### config.mk
export PLATFORM = sky130hd
export DESIGN_NAME = uart_tx_param
export DESIGN_NICKNAME = d
export VERILOG_FILES = /design/src/rtl/uart_tx_param.sv
export SDC_FILE = /design/constraint.sdc
export NUM_CORES = 1
export LEC_CHECK = 0
export ABC_CLOCK_PERIOD_IN_PS = 2200
export CAP_MARGIN = 20
export CORE_MARGIN = 2
export CORE_UTILIZATION = 45
export CTS_BUF_LIST = sky130_fd_sc_hd__clkbuf_8 sky130_fd_sc_hd__clkbuf_16
export CTS_CLUSTER_DIAMETER = 100
export DETAILED_ROUTE_END_ITERATION = 16
export GPL_TIMING_DRIVEN = 0
export PLACE_DENSITY_LB_ADDON = 0.3
export SKIP_CTS_REPAIR_TIMING = 1
export SLEW_MARGIN = 20
export SYNTH_ARGS = -nofsm -noshare
export SYNTH_HDL_FRONTEND = slang
export SYNTH_SLANG_ARGS = --single-unit
### constraint.sdc
create_clock -name clock -period 2.2 [get_ports clock]
set_clock_uncertainty 0.1 [all_clocks]
set_input_delay 0.22 -clock clock [delete_from_list [all_inputs] [get_ports clock]]
set_output_delay 0.22 -clock clock [all_outputs]
set_load 0.01 [all_outputs]
### src/rtl/uart_tx_param.sv
// Parametrised UART transmitter (baud divider + frame FSM); parity frame bit via `UART_TX_PARITY_EN.
// Latency: start bit on tx one cycle after the tx_valid&tx_ready edge; tx_ready only in IDLE, extra tx_valid is dropped.
module uart_tx_param #(
  parameter int DATA_WIDTH   = 8,
  parameter int CLKS_PER_BIT = 5208,
  parameter int STOP_BITS    = 1,
  parameter int PARITY_ODD   = 0
) (
  input  logic                  clock,
  input  logic                  reset,
  input  logic                  tx_valid,
  input  logic [DATA_WIDTH-1:0] tx_data,
  output logic                  tx_ready,
  output logic                  tx,
  output logic                  tx_busy,
  output logic                  tx_done
);

  localparam int CW = $clog2(CLKS_PER_BIT);
  localparam int IW = $clog2(DATA_WIDTH);
  localparam logic [CW-1:0] CNT_MAX   = CW'(CLKS_PER_BIT - 1);
  localparam logic [IW-1:0] DATA_LAST = IW'(DATA_WIDTH - 1);
  localparam logic [IW-1:0] STOP_LAST = IW'(STOP_BITS - 1);

  if (DATA_WIDTH < 5 || DATA_WIDTH > 9) begin : g_bad_width
    $error("uart_tx_param: DATA_WIDTH must be 5..9");
  end
  if (CLKS_PER_BIT < 2) begin : g_bad_clks
    $error("uart_tx_param: CLKS_PER_BIT must be >= 2");
  end
  if (STOP_BITS != 1 && STOP_BITS != 2) begin : g_bad_stop
    $error("uart_tx_param: STOP_BITS must be 1 or 2");
  end
  if (PARITY_ODD != 0 && PARITY_ODD != 1) begin : g_bad_parity
    $error("uart_tx_param: PARITY_ODD must be 0 or 1");
  end

  typedef enum logic [2:0] {
    S_IDLE,
    S_START,
    S_DATA,
`ifdef UART_TX_PARITY_EN
    S_PARITY,
`endif
    S_STOP
  } state_t;

  state_t                state_q, state_d;
  logic [CW-1:0]         cnt_q, cnt_d;
  logic [IW-1:0]         idx_q, idx_d;
  logic [DATA_WIDTH-1:0] shift_q, shift_d;
  logic                  tx_q, tx_d;
  logic                  ready_q, ready_d;
  logic                  busy_q, busy_d;
  logic                  done_q, done_d;
  logic                  tick;

`ifdef UART_TX_PARITY_EN
  localparam logic PAR_SENSE = (PARITY_ODD != 0);
  logic parity_q, parity_d;
`endif

  assign tick = (cnt_q == CNT_MAX);

  always_comb begin
    state_d = state_q;
    cnt_d   = tick ? '0 : cnt_q + CW'(1);
    idx_d   = idx_q;
    shift_d = shift_q;
    tx_d    = tx_q;
    ready_d = ready_q;
    busy_d  = busy_q;
    done_d  = 1'b0;
`ifdef UART_TX_PARITY_EN
    parity_d = parity_q;
`endif
    case (state_q)
      S_IDLE: begin
        // Counter held at zero so the first bit period starts exactly at the transfer edge.
        cnt_d = '0;
        if (tx_valid) begin
          state_d = S_START;
          shift_d = tx_data;
          idx_d   = '0;
          tx_d    = 1'b0;
          ready_d = 1'b0;
          busy_d  = 1'b1;
`ifdef UART_TX_PARITY_EN
          parity_d = (^tx_data) ^ PAR_SENSE;
`endif
        end
      end
      S_START: begin
        if (tick) begin
          state_d = S_DATA;
          tx_d    = shift_q[0];
          idx_d   = '0;
        end
      end
      S_DATA: begin
        if (tick) begin
          if (idx_q == DATA_LAST) begin
            idx_d = '0;
`ifdef UART_TX_PARITY_EN
            state_d = S_PARITY;
            tx_d    = parity_q;
`else
            state_d = S_STOP;
            tx_d    = 1'b1;
`endif
          end else begin
            shift_d = {1'b0, shift_q[DATA_WIDTH-1:1]};
            tx_d    = shift_q[1];
            idx_d   = idx_q + IW'(1);
          end
        end
      end
`ifdef UART_TX_PARITY_EN
      S_PARITY: begin
        if (tick) begin
          state_d = S_STOP;
          tx_d    = 1'b1;
          idx_d   = '0;
        end
      end
`endif
      S_STOP: begin
        // Bit index is reused to count stop-bit periods.
        if (tick) begin
          if (idx_q == STOP_LAST) begin
            state_d = S_IDLE;
            tx_d    = 1'b1;
            ready_d = 1'b1;
            busy_d  = 1'b0;
            done_d  = 1'b1;
            idx_d   = '0;
          end else begin
            idx_d = idx_q + IW'(1);
          end
        end
      end
      default: begin
        state_d = S_IDLE;
        tx_d    = 1'b1;
        ready_d = 1'b1;
        busy_d  = 1'b0;
      end
    endcase
  end

  always_ff @(posedge clock) begin
    if (reset) begin
      state_q <= S_IDLE;
      cnt_q   <= '0;
      idx_q   <= '0;
      shift_q <= '0;
      tx_q    <= 1'b1;
      ready_q <= 1'b1;
      busy_q  <= 1'b0;
      done_q  <= 1'b0;
`ifdef UART_TX_PARITY_EN
      parity_q <= 1'b0;
`endif
    end else begin
      state_q <= state_d;
      cnt_q   <= cnt_d;
      idx_q   <= idx_d;
      shift_q <= shift_d;
      tx_q    <= tx_d;
      ready_q <= ready_d;
      busy_q  <= busy_d;
      done_q  <= done_d;
`ifdef UART_TX_PARITY_EN
      parity_q <= parity_d;
`endif
    end
  end

  assign tx       = tx_q;
  assign tx_ready = ready_q;
  assign tx_busy  = busy_q;
  assign tx_done  = done_q;

endmodule

# Word level (Yosys, flattened, before mapping)
# Index checks and enable logic that the tools add are counted.
# W data, S select, Z words.
# word_totals
ff_bits,31
input_bits,11
out_inout_bits,4
elab_cells,68
# classes
addsub,2
n_eq_ne,12
muxes,31
n_bitwise,3
reduce_logical,12
# op_table
operator,n
$mux W3,12
$mux W8,3
$pmux W3 S4,2
$pmux W8 S2,1
$ne A2 B2 Y1 const B,7
$add A13 B1 Y13 const B,1
$eq A13 B13 Y1 const B,1
$mux W1,10
$reduce_and A5 Y1,2
$reduce_and A4 Y1,2
$eq A3 B2 Y1 const B,2
$logic_not A3 Y1,2
$pmux W1 S3,2
$reduce_and A6 Y1,1
$reduce_or A3 Y1,2
$pmux W1 S4,1
$reduce_bool A4 Y1,1
$add A3 B1 Y3 const B,1
$eq A3 B1 Y1 const B,1
$eq A3 B3 Y1 const B,1
$not A1 Y1,3
$reduce_bool A2 Y1,1
$reduce_or A2 Y1,1

# Logic depth before layout (Yosys ltp)
# Gate-level depths: netlist of the first run.
# depth
depth_word,4
depth_mapped,7
ltp_nobuf,6

# Least setup slack after synthesis of the first run
# OpenSTA, ideal clock, no wires.
# synth_timing
path_kind,register -> register
from,register state_q[0]
to,register idx_q[0]
setup_ns,0.121
t_arrival_ns,1.673
required_time_ns,1.979
slack_ns,0.306
path_stages_with_launch,7
path_buffers,0
period_less_slack_ns,1.894
cell_sequence,dfxtp_1 > inv_1 > ha_1 > or3_1 > o21ai_1 > a21o_1 > mux2_4
# synth_between
elab_chain_cells,3
elab_cells_between_ends,11
classes_between,eq/ne: 7; mux: 1; reduce/logical: 3
# synth_lines
element,line_no,text
from (decl),48,"state_t state_q, state_d;"
from (signal assigned),165,state_q <= state_d;
"$eq A3 B2 Y1, or another cell as far along",77,case (state_q)
$reduce_bool A4 Y1 (no line) or $ne A2 B2 Y1 (tied branches),n/a,
$reduce_and A5 Y1 (no line),n/a,
to (signal assigned),167,idx_q <= idx_d;
to (decl),50,"logic [IW-1:0] idx_q, idx_d;"
# Parallel ways exist; a longest one is shown, timed or not.
# A chain may end at the register's enable or synchronous reset.

# Worst setup path after layout of the first run
# layout_timing
from,register state_q[0]
to,register shift_q[6]
# layout_between
elab_chain_cells,3
elab_cells_between_ends,8
classes_between,eq/ne: 4; mux: 1; reduce/logical: 3
# layout_lines
element,line_no,text
$eq A3 B2 Y1 or $logic_not A3 Y1 (tied branches),77,
$ne A2 B2 Y1 (no line) or $reduce_bool A2 Y1 (tied branches),n/a,
$reduce_and A4 Y1 (no line),n/a,
to (signal assigned),168,shift_q <= shift_d;
to (decl),51,"logic [DATA_WIDTH-1:0] shift_q, shift_d;"
# Parallel ways exist; a longest one is shown, timed or not.

==> results of run 1 <==
==> worst max-delay path, delay by kind of cell (launching register included) <==
family / cells / cell delay, ps
flip-flops: 1 / 340
AO/OA/AOI/OAI: 2 / 780
adder cells (fa/ha/maj): 1 / 220
buffers and inverters: 3 / 450
==> how the worst max path moves through the flow <==
stage / to / slack [ps] / depth (start not counted)
after floorplan: idx_q[0] / 310 / 6
after global placement: shift_q[6] / 150 / 6
after detailed placement: shift_q[6] / 60 / 6
after CTS: shift_q[6] / 50 / 6
after global routing: shift_q[6] / 60 / 6
final: shift_q[6] / 180 / 6
==> per-layer routing <==
layer  wire length [um]  share of wire [%]  GRT usage [%]
met1               1421                 45          22.01
met2               1556                 49          29.52
met3                120                3.8          4.464
met4                 51                1.6          8.696
met5                  0                  0              0
==> cell usage after synthesis, drive strengths merged <==
master | number | share of area [%]
a2111oi | 2 | 1.5
a211o | 1 | 0.55
a211oi | 2 | 1.6
a21o | 1 | 0.48
a21oi | 10 | 3.2
a221o | 7 | 4.4
a22o | 1 | 0.55
and2 | 1 | 0.40
and3 | 1 | 0.40
and4bb | 2 | 1.6
buf | 4 | 1.3
clkbuf | 3 | 0.71
dfxtp | 30 | 38
ha | 9 | 7.1
inv | 9 | 2.1
mux2 | 1 | 0.95
mux2i | 7 | 4.4
nand2 | 14 | 3.3
nand2b | 8 | 3.2
nand3 | 2 | 0.63
nand3b | 7 | 3.3
nand4 | 4 | 1.6
nor2 | 23 | 5.5
nor2b | 2 | 0.79
nor3 | 7 | 2.9
nor4 | 1 | 0.40
nor4b | 1 | 0.55
o21ai | 1 | 0.32
o31a | 1 | 0.55
or3 | 1 | 0.40
or3b | 2 | 1.1
xnor2 | 8 | 4.4
xor2 | 3 | 1.7
==> layout make-up <==
cell class                      count  area (sq um)  area share (%)
Multi-Input combinational cell    130         913.4           49.06
Sequential cell                    30         600.6           32.26
Timing Repair Buffer               13         127.6           6.855
Clock buffer                        6         82.58           4.435
Tap cell                           46         57.56           3.091
Buffer                              7         33.78           1.815
Inverter                            9         33.78           1.815
Clock inverter                      2         12.51          0.6720
==> flip-flops by register name (all words and copies together) (netlist names) <==
register	cells
cnt_q	13
idx_q	3
tx	1
shift_q	8
tx_ready	1
tx_busy	1
state_q	2
tx_done	1
==> per-stage QoR <==
stage | std cells | area (sq um) | util, % | setup WS (ps)
2_1_floorplan | 176 | 1580 | - | 305.7
3_3_place_gp | 234 | 1758 | 52.27 | 153.0
3_5_place_dp | 234 | 1758 | 52.27 | 60.82
4_1_cts | 242 | 1853 | 55.10 | 45.09
5_1_grt | 243 | 1862 | 55.36 | 58.77
6_report | 243 | 1862 | 55.36 | 182.8
==> power by group <==
part | internal (mW) | switching [mW] | total (mW) | leakage (nW)
clock network | 0.251 | 0.211 | 0.462 | 0.0472
registers | 0.627 | 0.0646 | 0.692 | 0.244
logic | 0.308 | 0.324 | 0.632 | 0.407
total | 1.19 | 0.599 | 1.79 | 0.698
==> cell families (layout without fill, tap and decap cells) <==
kind of cell,after synthesis,count (layout),synth area share [%]
multiplexers,8,8,5.384
AND/OR/NAND/NOR,76,76,26.05
adder cells (fa/ha/maj),9,9,7.126
XOR/XNOR,11,11,6.097
buffers and inverters,16,37,4.196
flip-flops,30,30,38.01
AO/OA/AOI/OAI,26,26,13.14
==> flow_summary.yaml, run 1 <==
finish:
  layout.cells.most_common: "dfxtp_1"
  area_delta_synth_final_pct: 17.81
  n_antenna_cell: 0
  finalNetCount: 216
  drive_gt1_share_pct: 10.66
  mostFrequentLayoutCells: "30 x dfxtp_1, 23 x nor2_1, 14 x nand2_1, 12 x clkdlybuf4s50_1, 10 x a21oi_1"
  nFillCells: 333
min_path:
  min-delay-start: "tx_valid"
  hold_end: "shift_q[7]"
  min_path_cells: 4
  worstHoldPathType: "in2reg"
die:
  fp.dieW_um: 63.26
  start_util_pct: 46.99
  num_rows: 21
  die_h_um: 63.26
  die-area_sq_um: 4002
  coreArea_sq_um: 3363
  io_pins: 15
route:
  drc: 0
  detail-route-antenna-nets: 0
  post_drt_wl_per_cell_um: 12.97
  first_iter_violations: 63
  vias: 1297
  viasPerCell: 5.337
  first_pass_iters: 4
  wirelength_um: 3151
timing:
  fin_crit_ps: 2017
  fmax_mhz: 495.7
  slew_violations: 0
  timing.hold.ws_ps: 358.2
  worst-slew-pin-transition_ps: 438.4
  finalHoldViolCount: 0
  period_share_pct: 91.69
  maxSlewHeadroom_pct: 70.02
  setup_tns_ps: 0
  setup_viol: 0
  rsz0062_at_grt: "no"
clock_tree:
  clk_path_buf_depth: 2
  clk_latency_ps: 280
  clockRootBuffer: "clkbuf_8"
  cts_buffers: 5
  cts_tree: "built"
  cts.sinks: 30
  clk_pin_slew_ps: 60
  cts-htree-levels: 2
setup_path:
  slowest_stage: "o31a_1"
  cp.required_ps: 2260
  crit_fanout: 10
  rrSetupSlack_ps: 180
  worst_path_most_repeated_cell: "inv_1"
  arrival_ps: 2080
  reg2regPathDepth: 6
  r2r-start: "state_q[0]"
  r2r_end: "shift_q[6]"
  critical_path_class: "reg2reg"
  slowest_delay_ps: 400
  crit_chain: "inv_1 > ha_1 > clkbuf_2 > inv_1 > o31a_1 > a221o_1"
  startpoint_type: "register"
  end_kind: "register"
  critPathLaunch: "state_q[0]"
synth:
  avgSynthCellArea_sq_um: 8.979
  synth_area_sq_um: 1580
  synth-seq-cells: 30
  syn_inst: 176
  syn-num-nets: 196
  yosysWarnings: 0
  synth_cell_types: 38
  ys_seq_area_share_pct: 38.00
placed_design:
  numPortBuffers: 12
  hpwl_um: 2343
  gp_congestion: 0.8501
run_status:
  status: "completed"
global_routing:
  grt_usage_pct: 17.98
  grt_pass1_wl_um: 5775
  grt.overflow.total: 0
  grt_pass1_vias: 1304
  grt_max_degree: 11
  antenna_found_initial: 0
power:
  peakVddDrop_mv: 0.6076
  leakagePower_nw: 0.6980
  powerDensity_nw_per_um2: 959.0
  finalPower_mw: 1.785
job:
  maxCapViolCount: 0
No activity file was read; power rests on OpenSTA's default activity.
==> run 2: changes to the inputs <==
--- a/config.mk
+++ b/config.mk
@@ -5,6 +5,7 @@
 export SDC_FILE = /design/constraint.sdc
 export NUM_CORES = 1
 export LEC_CHECK = 0
+export ABC_AREA = 1
 export ABC_CLOCK_PERIOD_IN_PS = 2200
 export CAP_MARGIN = 20
 export CORE_MARGIN = 2
@@ -15,6 +16,7 @@
 export GPL_TIMING_DRIVEN = 0
 export PLACE_DENSITY_LB_ADDON = 0.3
 export SKIP_CTS_REPAIR_TIMING = 1
+export SKIP_LAST_GASP = 1
 export SLEW_MARGIN = 20
 export SYNTH_ARGS = -nofsm -noshare
 export SYNTH_HDL_FRONTEND = slang
==> flow_summary.yaml, run 2 <==
finish:
  n_antenna_cell: 0
  nFillCells: 376
  largest_register_ffs: 13
  final_util_pct: 54.20
  layout.cells.most_common: "nand2_1"
  top_regs: "cnt_q (13), shift_q (8), idx_q (3)"
  area_delta_synth_final_pct: 17.89
  mostFrequentLayoutCells: "68 x nand2_1, 30 x dfxtp_1, 26 x nor2_1, 21 x inv_1, 17 x a21oi_1"
  regMostFlops: "cnt_q"
  final_area_sq_um: 1954
  instances_no_fill: 299
  finalNetCount: 270
  drive_gt1_share_pct: 11.95
synth:
  synth_top_family_by_area: "simple AND/OR/NAND/NOR gates"
  synth-simple-area-share_pct: 40.53
  synthMuxAreaShare_pct: 0
  ys_seq_area_share_pct: 36.23
  synth_edf_count: 0
  synth_compound_area_share_pct: 9.132
  synthTopCellsByCount: "68 x nand2_1, 30 x dfxtp_1, 26 x nor2_1"
  avgSynthCellArea_sq_um: 7.208
  syn_inst: 230
  synth_top_flop_cell: "dfxtp_1"
  synth_cell_types: 29
  syn-num-nets: 250
  async_flop_share_pct: 0
  synth-seq-cells: 30
  yosysTopAreaCell: "dfxtp_1"
  synthXorXnorAreaFrac_pct: 1.057
  synth_area_sq_um: 1658
  synthTopCellsByArea: "dfxtp_1 36%, nand2_1 15%, ha_1 6.8%"
  synth_fa_ha_area_share_pct: 6.792
  synth_most_common_cell: "nand2_1"
  synth_top_area_share_pct: 36.23
  yosysWarnings: 0
placed_design:
  dp_cells: 291
  place_area_sq_um: 1848
  place_ws_ps: 327.9
  hpwl_um: 2301
  gp_congestion: 0.7923
  numPortBuffers: 13
setup_path:
  reg2regPathDepth: 7
  rrSetupSlack_ps: 340
  r2r_end: "shift_q[5]"
  end_kind: "register"
  crit_fanout: 10
  startpoint_type: "register"
  r2r-start: "state_q[0]"
  critical_path_class: "reg2reg"
  cp.required_ps: 2300
  arrival_ps: 1960
clock_tree:
  cts_buffers: 5
  cts_tree: "built"
  cts.sinks: 30
  clk_pin_slew_ps: 60
  cts-htree-levels: 2
  clockRootBuffer: "clkbuf_8"
  clk_path_buf_depth: 2
  clk_latency_ps: 280
global_routing:
  grt_usage_pct: 17.54
  use_met3_pct: 3.125
  grt.overflow.total: 0
  grt.met2_usage_pct: 26.43
  top_usage_layer: "met2"
  grt_max_degree: 11
  grt_pass1_vias: 1358
  grt_pass1_wl_um: 5733
  antenna_found_initial: 0
  use_met1_pct: 24.03
timing:
  setup_viol: 0
  fin_crit_ps: 1857
  rsz0062_at_grt: "no"
  period_share_pct: 84.39
  slew_violations: 0
  setup_slack_ps: 343.4
  setup_tns_ps: 0
  timing.hold.ws_ps: 135.5
  maxSlewHeadroom_pct: 70.80
  finalHoldViolCount: 0
  fmax_mhz: 538.6
  worst-slew-pin-transition_ps: 437.9
die:
  coreArea_sq_um: 3606
  start_util_pct: 45.98
  io_pins: 15
  die-area_sq_um: 4185
  die_h_um: 64.70
  num_rows: 22
  fp.dieW_um: 64.70
power:
  leakagePower_nw: 0.8035
  finalPower_mw: 2.113
  powerDensity_nw_per_um2: 1081
  peakVddDrop_mv: 0.6500
route:
  detail-route-antenna-nets: 0
  drc: 0
  vias: 1461
  post_drt_wl_per_cell_um: 10.35
  first_pass_iters: 4
  wirelength_um: 3096
  first_iter_violations: 62
  viasPerCell: 4.886
job:
  maxCapViolCount: 0
min_path:
  min-delay-start: "reset"
  worstHoldPathType: "in2reg"
  hold_end: "shift_q[2]"
  min_path_cells: 2
run_status:
  status: "completed"
==> run 2: how the worst max path moves through the flow <==
stage	start	end	slack (ps)	cells past startpoint
after floorplan	state_q[0]	shift_q[0]	650	8
after global placement	state_q[0]	shift_q[6]	400	8
after detailed placement	state_q[0]	shift_q[5]	330	7
after CTS	state_q[0]	shift_q[5]	320	7
after global routing	state_q[0]	shift_q[7]	150	7
final	state_q[0]	shift_q[5]	340	7
==> run 2: cells by family after synthesis <==
logic type                 Yosys count
buffers and inverters               27
AOI/OAI and AO/OA                   27
and+or+nand+nor                    135
DFF                                 30
adders and majority gates            9
xor gates and xnor gates             2
==> run 2: layer usage <==
metal	wire, um	vias up
li1	-	785
met1	1607	642
met2	1345	26
met3	97	8
met4	46	0
met5	0	-
==> run 2: layout make-up <==
cell class | instances | area, sq um | share of cell area [%]
multi-input combinational | 173 | 953.4 | 48.78
sequential | 30 | 600.6 | 30.73
timing repair buffer | 13 | 130.1 | 6.658
inverter | 24 | 90.09 | 4.609
clock buffer | 5 | 68.82 | 3.521
tap | 48 | 60.06 | 3.073
clock inverter | 3 | 37.54 | 1.921
buffer | 3 | 13.76 | 0.7042
==> run 2: critical path: stages, from the launching register on <==
cell	delay (ps)
dfxtp_1	350
inv_1	110
ha_1	240
buf_1	380
nand2_2	250
nand3_4	160
nand2_1	60
a21oi_1	140
==> run 2: power breakdown <==
part           switching (mW)  total (mW)  leakage [nW]  internal [mW]
sequential             0.0762       0.742         0.245          0.665
combinational           0.517       0.843         0.498          0.326
clock                   0.199       0.528        0.0607          0.329
